$ cat src/rtl/nic_fifo.sv
// Purpose: CPU<->router network interface with DEPTH-entry FIFOs in each direction; VC-phase-gated injection.
// Latency: router->CPU data readable the cycle after push; CPU write launches to router no earlier than two edges later.
// Backpressure: net_ri drops while the input FIFO is full; CPU writes to a full output FIFO are dropped.
//
// Ports:
//   clk, reset                  clock, synchronous active-high reset
//   addr/d_in/d_out/nicEn/nicEnWR
//                               CPU register port (0 in-data, 1 in-status, 2 out-data, 3 out-status)
//   net_si/net_ri/net_di        router -> NIC packet (valid, ready, data)
//   net_so/net_ro/net_do        NIC -> router packet (valid, ready, data), registered launch
//   net_polarity                router phase; a packet launches only when its VC bit matches
//
// Optional feature macro: NIC_DROP_CNT_EN adds a 16-bit saturating dropped-write counter,
// read in the top 16 bits of out-status and cleared by reading out-status.

module nic_fifo #(
    parameter int PACKET_WIDTH = 64,
    parameter int DEPTH        = 4
) (
    input  logic                    clk,
    input  logic                    reset,
    input  logic [1:0]              addr,
    input  logic [PACKET_WIDTH-1:0] d_in,
    output logic [PACKET_WIDTH-1:0] d_out,
    input  logic                    nicEn,
    input  logic                    nicEnWR,
    input  logic                    net_si,
    output logic                    net_ri,
    input  logic [PACKET_WIDTH-1:0] net_di,
    output logic                    net_so,
    input  logic                    net_ro,
    output logic [PACKET_WIDTH-1:0] net_do,
    input  logic                    net_polarity
);

    localparam int CNT_W = $clog2(DEPTH) + 1;
    localparam int PTR_W = $clog2(DEPTH);
    localparam logic [CNT_W-1:0] FULL_CNT = CNT_W'(DEPTH);

    // Input FIFO (router -> CPU)
    logic [PACKET_WIDTH-1:0] in_mem_q [DEPTH];
    logic [PACKET_WIDTH-1:0] in_mem_d [DEPTH];
    logic [PTR_W-1:0]        in_wr_ptr_q, in_wr_ptr_d;
    logic [PTR_W-1:0]        in_rd_ptr_q, in_rd_ptr_d;
    logic [CNT_W-1:0]        in_count_q, in_count_d;

    // Output FIFO (CPU -> router)
    logic [PACKET_WIDTH-1:0] out_mem_q [DEPTH];
    logic [PACKET_WIDTH-1:0] out_mem_d [DEPTH];
    logic [PTR_W-1:0]        out_wr_ptr_q, out_wr_ptr_d;
    logic [PTR_W-1:0]        out_rd_ptr_q, out_rd_ptr_d;
    logic [CNT_W-1:0]        out_count_q, out_count_d;

    // Registered launch toward the router
    logic                    net_so_q, net_so_d;
    logic [PACKET_WIDTH-1:0] net_do_q, net_do_d;

    logic                    cpu_rd, cpu_wr;
    logic                    in_full, in_empty, out_full, out_empty;
    logic                    in_push, in_pop, out_push, launch;
    logic [PACKET_WIDTH-1:0] out_head;
    logic [PACKET_WIDTH-1:0] d_out_c;

`ifdef NIC_DROP_CNT_EN
    logic                    out_drop;
    logic [15:0]             drop_cnt_q, drop_cnt_d;
`endif

    always_comb begin
        cpu_rd    = nicEn && !nicEnWR;
        cpu_wr    = nicEn && nicEnWR;
        in_full   = (in_count_q == FULL_CNT);
        in_empty  = (in_count_q == '0);
        out_full  = (out_count_q == FULL_CNT);
        out_empty = (out_count_q == '0);
        out_head  = out_mem_q[out_rd_ptr_q];

        // Fullness is judged on the registered count, so a same-cycle pop
        // never opens room for a push in that cycle.
        in_push   = net_si && !in_full;
        in_pop    = cpu_rd && (addr == 2'd0) && !in_empty;
        out_push  = cpu_wr && (addr == 2'd2) && !out_full;
        launch    = !out_empty && net_ro && (out_head[PACKET_WIDTH-1] == net_polarity);
    end

    // Input FIFO next state
    always_comb begin
        in_mem_d    = in_mem_q;
        in_wr_ptr_d = in_wr_ptr_q;
        in_rd_ptr_d = in_rd_ptr_q;
        in_count_d  = in_count_q;
        if (in_push) begin
            in_mem_d[in_wr_ptr_q] = net_di;
            in_wr_ptr_d           = in_wr_ptr_q + 1'b1;
        end
        if (in_pop) begin
            in_rd_ptr_d = in_rd_ptr_q + 1'b1;
        end
        case ({in_push, in_pop})
            2'b10:   in_count_d = in_count_q + 1'b1;
            2'b01:   in_count_d = in_count_q - 1'b1;
            default: in_count_d = in_count_q;
        endcase
    end

    // Output FIFO next state and launch register
    always_comb begin
        out_mem_d    = out_mem_q;
        out_wr_ptr_d = out_wr_ptr_q;
        out_rd_ptr_d = out_rd_ptr_q;
        out_count_d  = out_count_q;
        net_so_d     = launch;
        net_do_d     = net_do_q;
        if (out_push) begin
            out_mem_d[out_wr_ptr_q] = d_in;
            out_wr_ptr_d            = out_wr_ptr_q + 1'b1;
        end
        if (launch) begin
            net_do_d     = out_head;
            out_rd_ptr_d = out_rd_ptr_q + 1'b1;
        end
        case ({out_push, launch})
            2'b10:   out_count_d = out_count_q + 1'b1;
            2'b01:   out_count_d = out_count_q - 1'b1;
            default: out_count_d = out_count_q;
        endcase
    end

`ifdef NIC_DROP_CNT_EN
    always_comb begin
        out_drop   = cpu_wr && (addr == 2'd2) && out_full;
        drop_cnt_d = drop_cnt_q;
        // A status read clears the counter; a drop landing in the same cycle restarts it at 1.
        if (cpu_rd && (addr == 2'd3)) begin
            drop_cnt_d = {15'd0, out_drop};
        end else if (out_drop && (drop_cnt_q != 16'hFFFF)) begin
            drop_cnt_d = drop_cnt_q + 1'b1;
        end
    end

    always_ff @(posedge clk) begin
        if (reset) begin
            drop_cnt_q <= '0;
        end else begin
            drop_cnt_q <= drop_cnt_d;
        end
    end
`endif

    always_ff @(posedge clk) begin
        if (reset) begin
            in_mem_q     <= '{default: '0};
            in_wr_ptr_q  <= '0;
            in_rd_ptr_q  <= '0;
            in_count_q   <= '0;
            out_mem_q    <= '{default: '0};
            out_wr_ptr_q <= '0;
            out_rd_ptr_q <= '0;
            out_count_q  <= '0;
            net_so_q     <= 1'b0;
            net_do_q     <= '0;
        end else begin
            in_mem_q     <= in_mem_d;
            in_wr_ptr_q  <= in_wr_ptr_d;
            in_rd_ptr_q  <= in_rd_ptr_d;
            in_count_q   <= in_count_d;
            out_mem_q    <= out_mem_d;
            out_wr_ptr_q <= out_wr_ptr_d;
            out_rd_ptr_q <= out_rd_ptr_d;
            out_count_q  <= out_count_d;
            net_so_q     <= net_so_d;
            net_do_q     <= net_do_d;
        end
    end

    // CPU read mux; non-read cycles return zero.
    always_comb begin
        d_out_c = '0;
        if (cpu_rd) begin
            case (addr)
                2'd0: begin
                    if (!in_empty) begin
                        d_out_c = in_mem_q[in_rd_ptr_q];
                    end
                end
                2'd1: begin
                    d_out_c[0]       = !in_empty;
                    d_out_c[CNT_W:1] = in_count_q;
                end
                2'd3: begin
                    d_out_c[0]       = out_full;
                    d_out_c[CNT_W:1] = out_count_q;
`ifdef NIC_DROP_CNT_EN
                    d_out_c[PACKET_WIDTH-1 -: 16] = drop_cnt_q;
`endif
                end
                default: d_out_c = '0;
            endcase
        end
    end

    assign d_out  = d_out_c;
    // Outputs are forced quiet for the whole time reset is held, not just after its first edge.
    assign net_ri = !reset && !in_full;
    assign net_so = net_so_q && !reset;
    assign net_do = reset ? '0 : net_do_q;

endmodule

$ cat config.mk
export PLATFORM = sky130hd
export DESIGN_NAME = nic_fifo
export DESIGN_NICKNAME = d
export VERILOG_FILES = /design/src/rtl/nic_fifo.sv
export SDC_FILE = /design/constraint.sdc
export NUM_CORES = 1
export LEC_CHECK = 0
export BUFFER_PORTS_ARGS = -buffer_cell sky130_fd_sc_hd__buf_2
export CAP_MARGIN = 20
export CORE_ASPECT_RATIO = 0.9
export CORE_MARGIN = 1.5
export CORE_UTILIZATION = 63
export DETAILED_ROUTE_END_ITERATION = 8
export GPL_TIMING_DRIVEN = 1
export PLACE_DENSITY = 0.86
export SLEW_MARGIN = 20
export SYNTH_ARGS = -nofsm -noshare
export SYNTH_HDL_FRONTEND = slang
export SYNTH_SLANG_ARGS = --single-unit
$ cat constraint.sdc
create_clock -name clk -period 4.66 [get_ports clk]
set_input_delay 0.466 -clock clk [delete_from_list [all_inputs] [get_ports clk]]
set_output_delay 0.466 -clock clk [all_outputs]
set_load 0.005 [all_outputs]
==> Yosys cells after proc, flatten, opt, wreduce, memory -nomap -nowiden <==
Index checks and enable logic that the tools add are counted.
{ "word_totals": {"ff_bits": 591, "input_bits": 137, "output_inout_bits": 130, "wordCells": 87} }
{ "classes": {"add_sub_neg": 8, "order_cmp": 6, "eq_ne": 10, "n_mux": 19, "n_bitwise": 4, "reduce_logical": 24} }
{ "op_table": {"columns": ["operator", "n"], "rows": [
  ["2-to-1 mux 64 bit", 9],
  ["bitwise mux 256 bit", 2],
  ["binary-select mux 64 bit (select 2 bit)", 2],
  ["demux 64 bit (select 2 bit)", 2],
  ["2-to-1 mux 60 bit", 1],
  ["logical AND 1 bit", 13],
  [">= comparator 3 bit (second input constant)", 4],
  ["NOT 2 -> 3 bit", 4],
  ["one-hot mux 3 bit (2 select lines)", 2],
  ["one-hot mux 4 bit (3 select lines)", 1],
  ["adder 2 x 1 -> 2 bit (second input constant)", 4],
  ["== test 2 bit (second input constant)", 4],
  ["adder 3 x 1 -> 3 bit (second input constant)", 2],
  ["== test 2 x 1 -> 1 bit (second input constant)", 3],
  ["== test 3 bit (second input constant)", 2],
  ["logical NOT 1 bit", 6],
  ["logical NOT 3 bit", 2],
  ["less-than comparator 3 x 1 -> 1 bit (second input constant)", 2],
  ["subtractor 3 x 1 -> 3 bit (second input constant)", 2],
  ["nonzero test 2 bit", 2],
  ["logical NOT 2 bit", 1],
  ["== test 1 bit", 1]
]} }

==> Longest topological paths before layout <==
{ "depth": {"ltp_word": 8, "mapped_depth": 11, "depth_no_buf": 9} }

==> Least setup slack after synthesis <==
Ideal clock, no wire load.
{ "synth_timing": {"path_kind": "register to register", "startpoint": "reg out_rd_ptr_q[0]", "endpoint": "reg out_count_q[2]", "setup_time_ns": 0.070, "arrival_time_ns": 2.607, "required_time_ns": 4.590, "path_slack_ns": 1.983, "stages_incl_launch_ff": 12, "path_buffers": 2, "synth_period_minus_slack_ns": 2.677, "path_cell_list": "dfxtp_1 -> buf_6 -> mux4_2 -> xor2_2 -> buf_6 -> nor2_1 -> ha_1 -> inv_1 -> fa_1 -> xor2_1 -> or3_1 -> a21oi_1"} }
{ "synth_between": {"elab_chain_cells": 8, "word_cells_on_any_way": 10, "classes_between": "eq/ne (3); mux (4); bitwise (1); reduce/logical (2)"} }
{ "synth_lines": {"columns": ["element", "line", "rtl"], "rows": [
  ["start, declared", "51", "logic [PTR_W-1:0] out_rd_ptr_q, out_rd_ptr_d;"],
  ["start signal, assigned", "169", "out_rd_ptr_q <= out_rd_ptr_d;"],
  ["NOT 2 -> 3 bit (not written as such) (*)", "76", "out_head = out_mem_q[out_rd_ptr_q];"],
  ["binary-select mux 64 bit (select 2 bit) (*)", "76", null],
  ["2-to-1 mux 64 bit (not written as such) (*) (2 in a row)", "76", null],
  ["== test 1 bit (*)", "83", "launch = !out_empty && net_ro && (out_head[PACKET_WIDTH-1] == net_polarity);"],
  ["logical AND 1 bit (*)", "83", null],
  ["net launch", "60", "logic in_push, in_pop, out_push, launch;"],
  ["== test 2 x 1 -> 1 bit / == test 2 bit (equally long branches)", "122", "case ({out_push, launch})"],
  ["one-hot mux 3 bit (2 select lines) / nonzero test 2 bit (equally long branches)", null, null],
  ["end signal, assigned", "170", "out_count_q <= out_count_d;"],
  ["end, declared", "52", "logic [CNT_W-1:0] out_count_q, out_count_d;"]
]} }
Mark *: on every way through the listed nets, which the timed path passes. The rest lies on a longest branch. The select of a mux whose other input is x is not followed.
A chain may end at the register's enable or synchronous reset.

==> Worst setup path in the final report <==
{ "layout_timing": {"startpoint": "reg in_rd_ptr_q[1]", "endpoint": "out d_out[1]"} }
{ "layout_between": {"elab_chain_cells": 7} }
{ "layout_lines": {"columns": ["element", "line", "rtl"], "rows": [
  ["start, declared", "44", "logic [PTR_W-1:0] in_rd_ptr_q, in_rd_ptr_d;"],
  ["start signal, assigned", "165", "in_rd_ptr_q <= in_rd_ptr_d;"],
  ["NOT 2 -> 3 bit (not written as such)", "183", "d_out_c = in_mem_q[in_rd_ptr_q];"],
  ["binary-select mux 64 bit (select 2 bit)", "183", null],
  ["2-to-1 mux 64 bit (not written as such) (2 in a row)", "183", null],
  ["2-to-1 mux 64 bit", "182", "if (!in_empty) begin"],
  ["one-hot mux 4 bit (3 select lines)", "180", "case (addr)"],
  ["2-to-1 mux 64 bit", "179", "if (cpu_rd) begin"],
  ["end, declared", "24", "output logic [PACKET_WIDTH-1:0] d_out,"]
]} }
No other way between the ends. The select of a mux whose other input is x is not followed.

==> reports/results.tsv <==
metric	value	unit
Pre-antenna DRT Iters	6	
synth top area cells	dfxtp_1, nand2_1, a21oi_1, mux4_2, nor2b_1	
DR vias/cell	6.09	
Root Driver	clkbuf_16	
M3 GR Usage	7.61	%
FILL cells	2788	
Slowest-stage cell, CP	dfxtp_4	
GRT Max-Usage Layer	met2	
max_cap viols	0	
Setup CP Type	flop to output port	
GRT met2 Usage	57.2	%
PortBufs	266	
CP Buf/Inv Count	2	
crit-path cells	buf_4 -> mux4_2 -> a22oi_1 -> nor2_1 -> buf_2	
cell row count	68	
# nets final	3176	
most frequent cell after synthesis	nand2_1	
crit-path leading delay family	flip-flops	
WHS Path Cells	3	
fmax	0.306	GHz
final setup margin	1400	ps
drt drc	0	
DRT iter0 DRCs	2251	
Worst R2R Path Depth	9	
Routed Antenna Nets	0	
Clock Latency Late Sink	610	ps
post-CTS resize count	0	
I/O Pins	267	
Peak VDD IR	0.301	mV
EDFF count, synth	0	
CTS tree	built	
Max clock buf depth	3	
post-CTS setup buffer count	0	
TritonCTS Buffers	56	
Area Growth Syn to Fin	13.2	%
Hold Path End	out_mem_q[78]$_SDFFE_PP0P_	
Clock Sinks	591	
FF+latch count, synth	591	
fin crit share	70.1	%
die height	191	um
Mean Syn Cell Area	8.42	sq um
synth warn	0	
gr usage total	33.6	%
CTS hold repair buffers	0	
Most used DFF post-synth	dfxtp_1	
Hold Path Class	input pin to flop	
layout cell share with drive strength beyond 1	17.4	%
initial antenna violation count	24	
Async SR Flop Fraction	0	%
Yosys top cell by area	dfxtp_1	
max_slew headroom	29.3	%
PD cells	378	mW/mm^2
pin count of the biggest net entering global routing	120	
met1 GRT Util	40.3	%
initial core utilization	64.1	%
setup TNS	0	ps
routed via count	22000	
global-route wire length before repair	108000	um
syn_nets	3077	
Reg2Reg Capture Point	out_count_q[2]$_SDFFE_PP0P_	
DP Worst Slack	1500	ps
min cycle time layout	3260	ps
grt ovf	0	
Fin Clk Skew	15.0	ps
DRT Wirelength	69100	um
Req. time, crit path	4190	ps
Area after DPL	0.0260	sq mm
Post-Syn Instances	2928	
LEAKAGE	9.57	nW
Yosys top cell area share	48.0	%
measured slew at the worst slew-check pin	1060	ps
full die area	0.0403	sq mm
dpl hpwl	38000	um
Routed WL per cell	19.1	um
commonest cells in the netlist	nand2_1, dfxtp_1, a21oi_1	
Reg-to-Reg Start	out_rd_ptr_q[0]$_SDFFE_PP0P_	
Post-Syn Area	0.0246	sq mm
Die W	212	um
# setup viols final	0	
fin area	0.0279	sq mm
CP Launch Type	flop	
register-to-register setup slack	1520	ps
final hold vios	0	
Hold Crit Start	d_in[14]	
RSZ-0062 raised after global routing	no	
Setup crit end kind	output port	
register area share after synthesis	48.0	%
clock slew seen by the registers of the worst setup and hold paths	60	ps
H-tree levels	2	
hold_ws	126	ps
crit path max fanout	24	
core area	0.0385	sq mm
crit path DAT	2800	ps
outcome	finished clean	
Pins Over Slew Limit	0	
CP max stage delay	670	ps
synth unique cells	37	
Final GP Congestion	0.805	
number of global-route vias before repair	21600	
[area by class of cell]
type	instances	area, sq um	area share, %
well taps	525	657	2.35
diodes	18	45.0	0.161
multi-input cells	2080	11900	42.7
repair buffers	285	1540	5.51
clock buffers	79	1640	5.87
inverters	13	48.8	0.175
clock inverters	23	230	0.825
flip-flops and latches	591	11800	42.4
[flip-flops by register name (all words and copies together) (netlist names)]
name / count
out_wr_ptr_q: 2
net_so_q: 1
in_wr_ptr_q: 2
out_rd_ptr_q: 2
in_count_q: 3
in_rd_ptr_q: 2
net_do_q: 64
in_mem_q: 256
out_count_q: 3
out_mem_q: 256
[per-layer routing]
metal | wire [um] | vias up
met5 | 125 | -
met4 | 2510 | 18
met3 | 6670 | 198
met2 | 34200 | 1125
met1 | 25700 | 10600
li1 | - | 10000
[power breakdown]
part / switching (W) / internal [W]
Combinational: 0.000460 / 0.000239
Clock: 0.00197 / 0.00267
Sequential: 0.0000641 / 0.00516
[worst max path at each step]
stage	slack (ps)	from	cells past startpoint	end
global route	1220	in_rd_ptr_q[1]$_SDFFE_PP0P_	5	d_out[1]
floorplan	1980	out_rd_ptr_q[0]$_SDFFE_PP0P_	11	out_count_q[2]$_SDFFE_PP0P_
detailed placement	1500	out_rd_ptr_q[0]$_SDFFE_PP0P_	9	out_count_q[2]$_SDFFE_PP0P_
global placement	1490	out_rd_ptr_q[0]$_SDFFE_PP0P_	9	out_count_q[2]$_SDFFE_PP0P_
finish	1400	in_rd_ptr_q[1]$_SDFFE_PP0P_	5	d_out[1]
CTS	1360	in_rd_ptr_q[1]$_SDFFE_PP0P_	5	d_out[1]
[kinds of logic after synthesis]
logic type / share of synthesized area, %
flops: 48.0
mux: 11.8
simple gates: 21.2
compound gates: 13.5
xor+xnor: 0.462
fa+ha+maj: 0.670
buf+inv: 4.34
[worst min-delay path, stage by stage]
cell and delay, ps:
buf_2 120, nand2_1 50, a21oi_1 50
[placed cells by master (no fill, tap or decap), types with 2 or more instances in the layout]
cell / count
dfxtp_4: 2
nand3_1: 66
nand3_4: 8
diode_2: 18
clkinv_2: 14
a22oi_1: 3
dfxtp_1: 587
clkbuf_16: 57
and3_4: 6
clkbuf_8: 13
inv_6: 2
buf_2: 265
nand2_1: 1029
clkinvlp_4: 3
and2_1: 2
a21oi_1: 581
o21ai_0: 70
ha_1: 10
dfxtp_2: 2
clkbuf_1: 9
xnor2_1: 3
or3_1: 4
bufinv_16: 4
nor2b_1: 128
buf_4: 14
buf_12: 4
fa_1: 2
inv_1: 13
and3_2: 2
nor2_1: 16
mux4_2: 128
xor2_1: 5
or3b_2: 2
[per-stage QoR]
stage / utilization (%) / std cells / power [W]
floorplan: - / 2928 / 0.00576
global placement: 67.6 / 3494 / 0.00598
detailed placement: 67.6 / 3494 / 0.00602
CTS: 72.5 / 3596 / 0.0106
global route: 72.5 / 3608 / 0.0109
finish: 72.6 / 3614 / 0.0106
No activity file was read; power rests on OpenSTA's default activity.
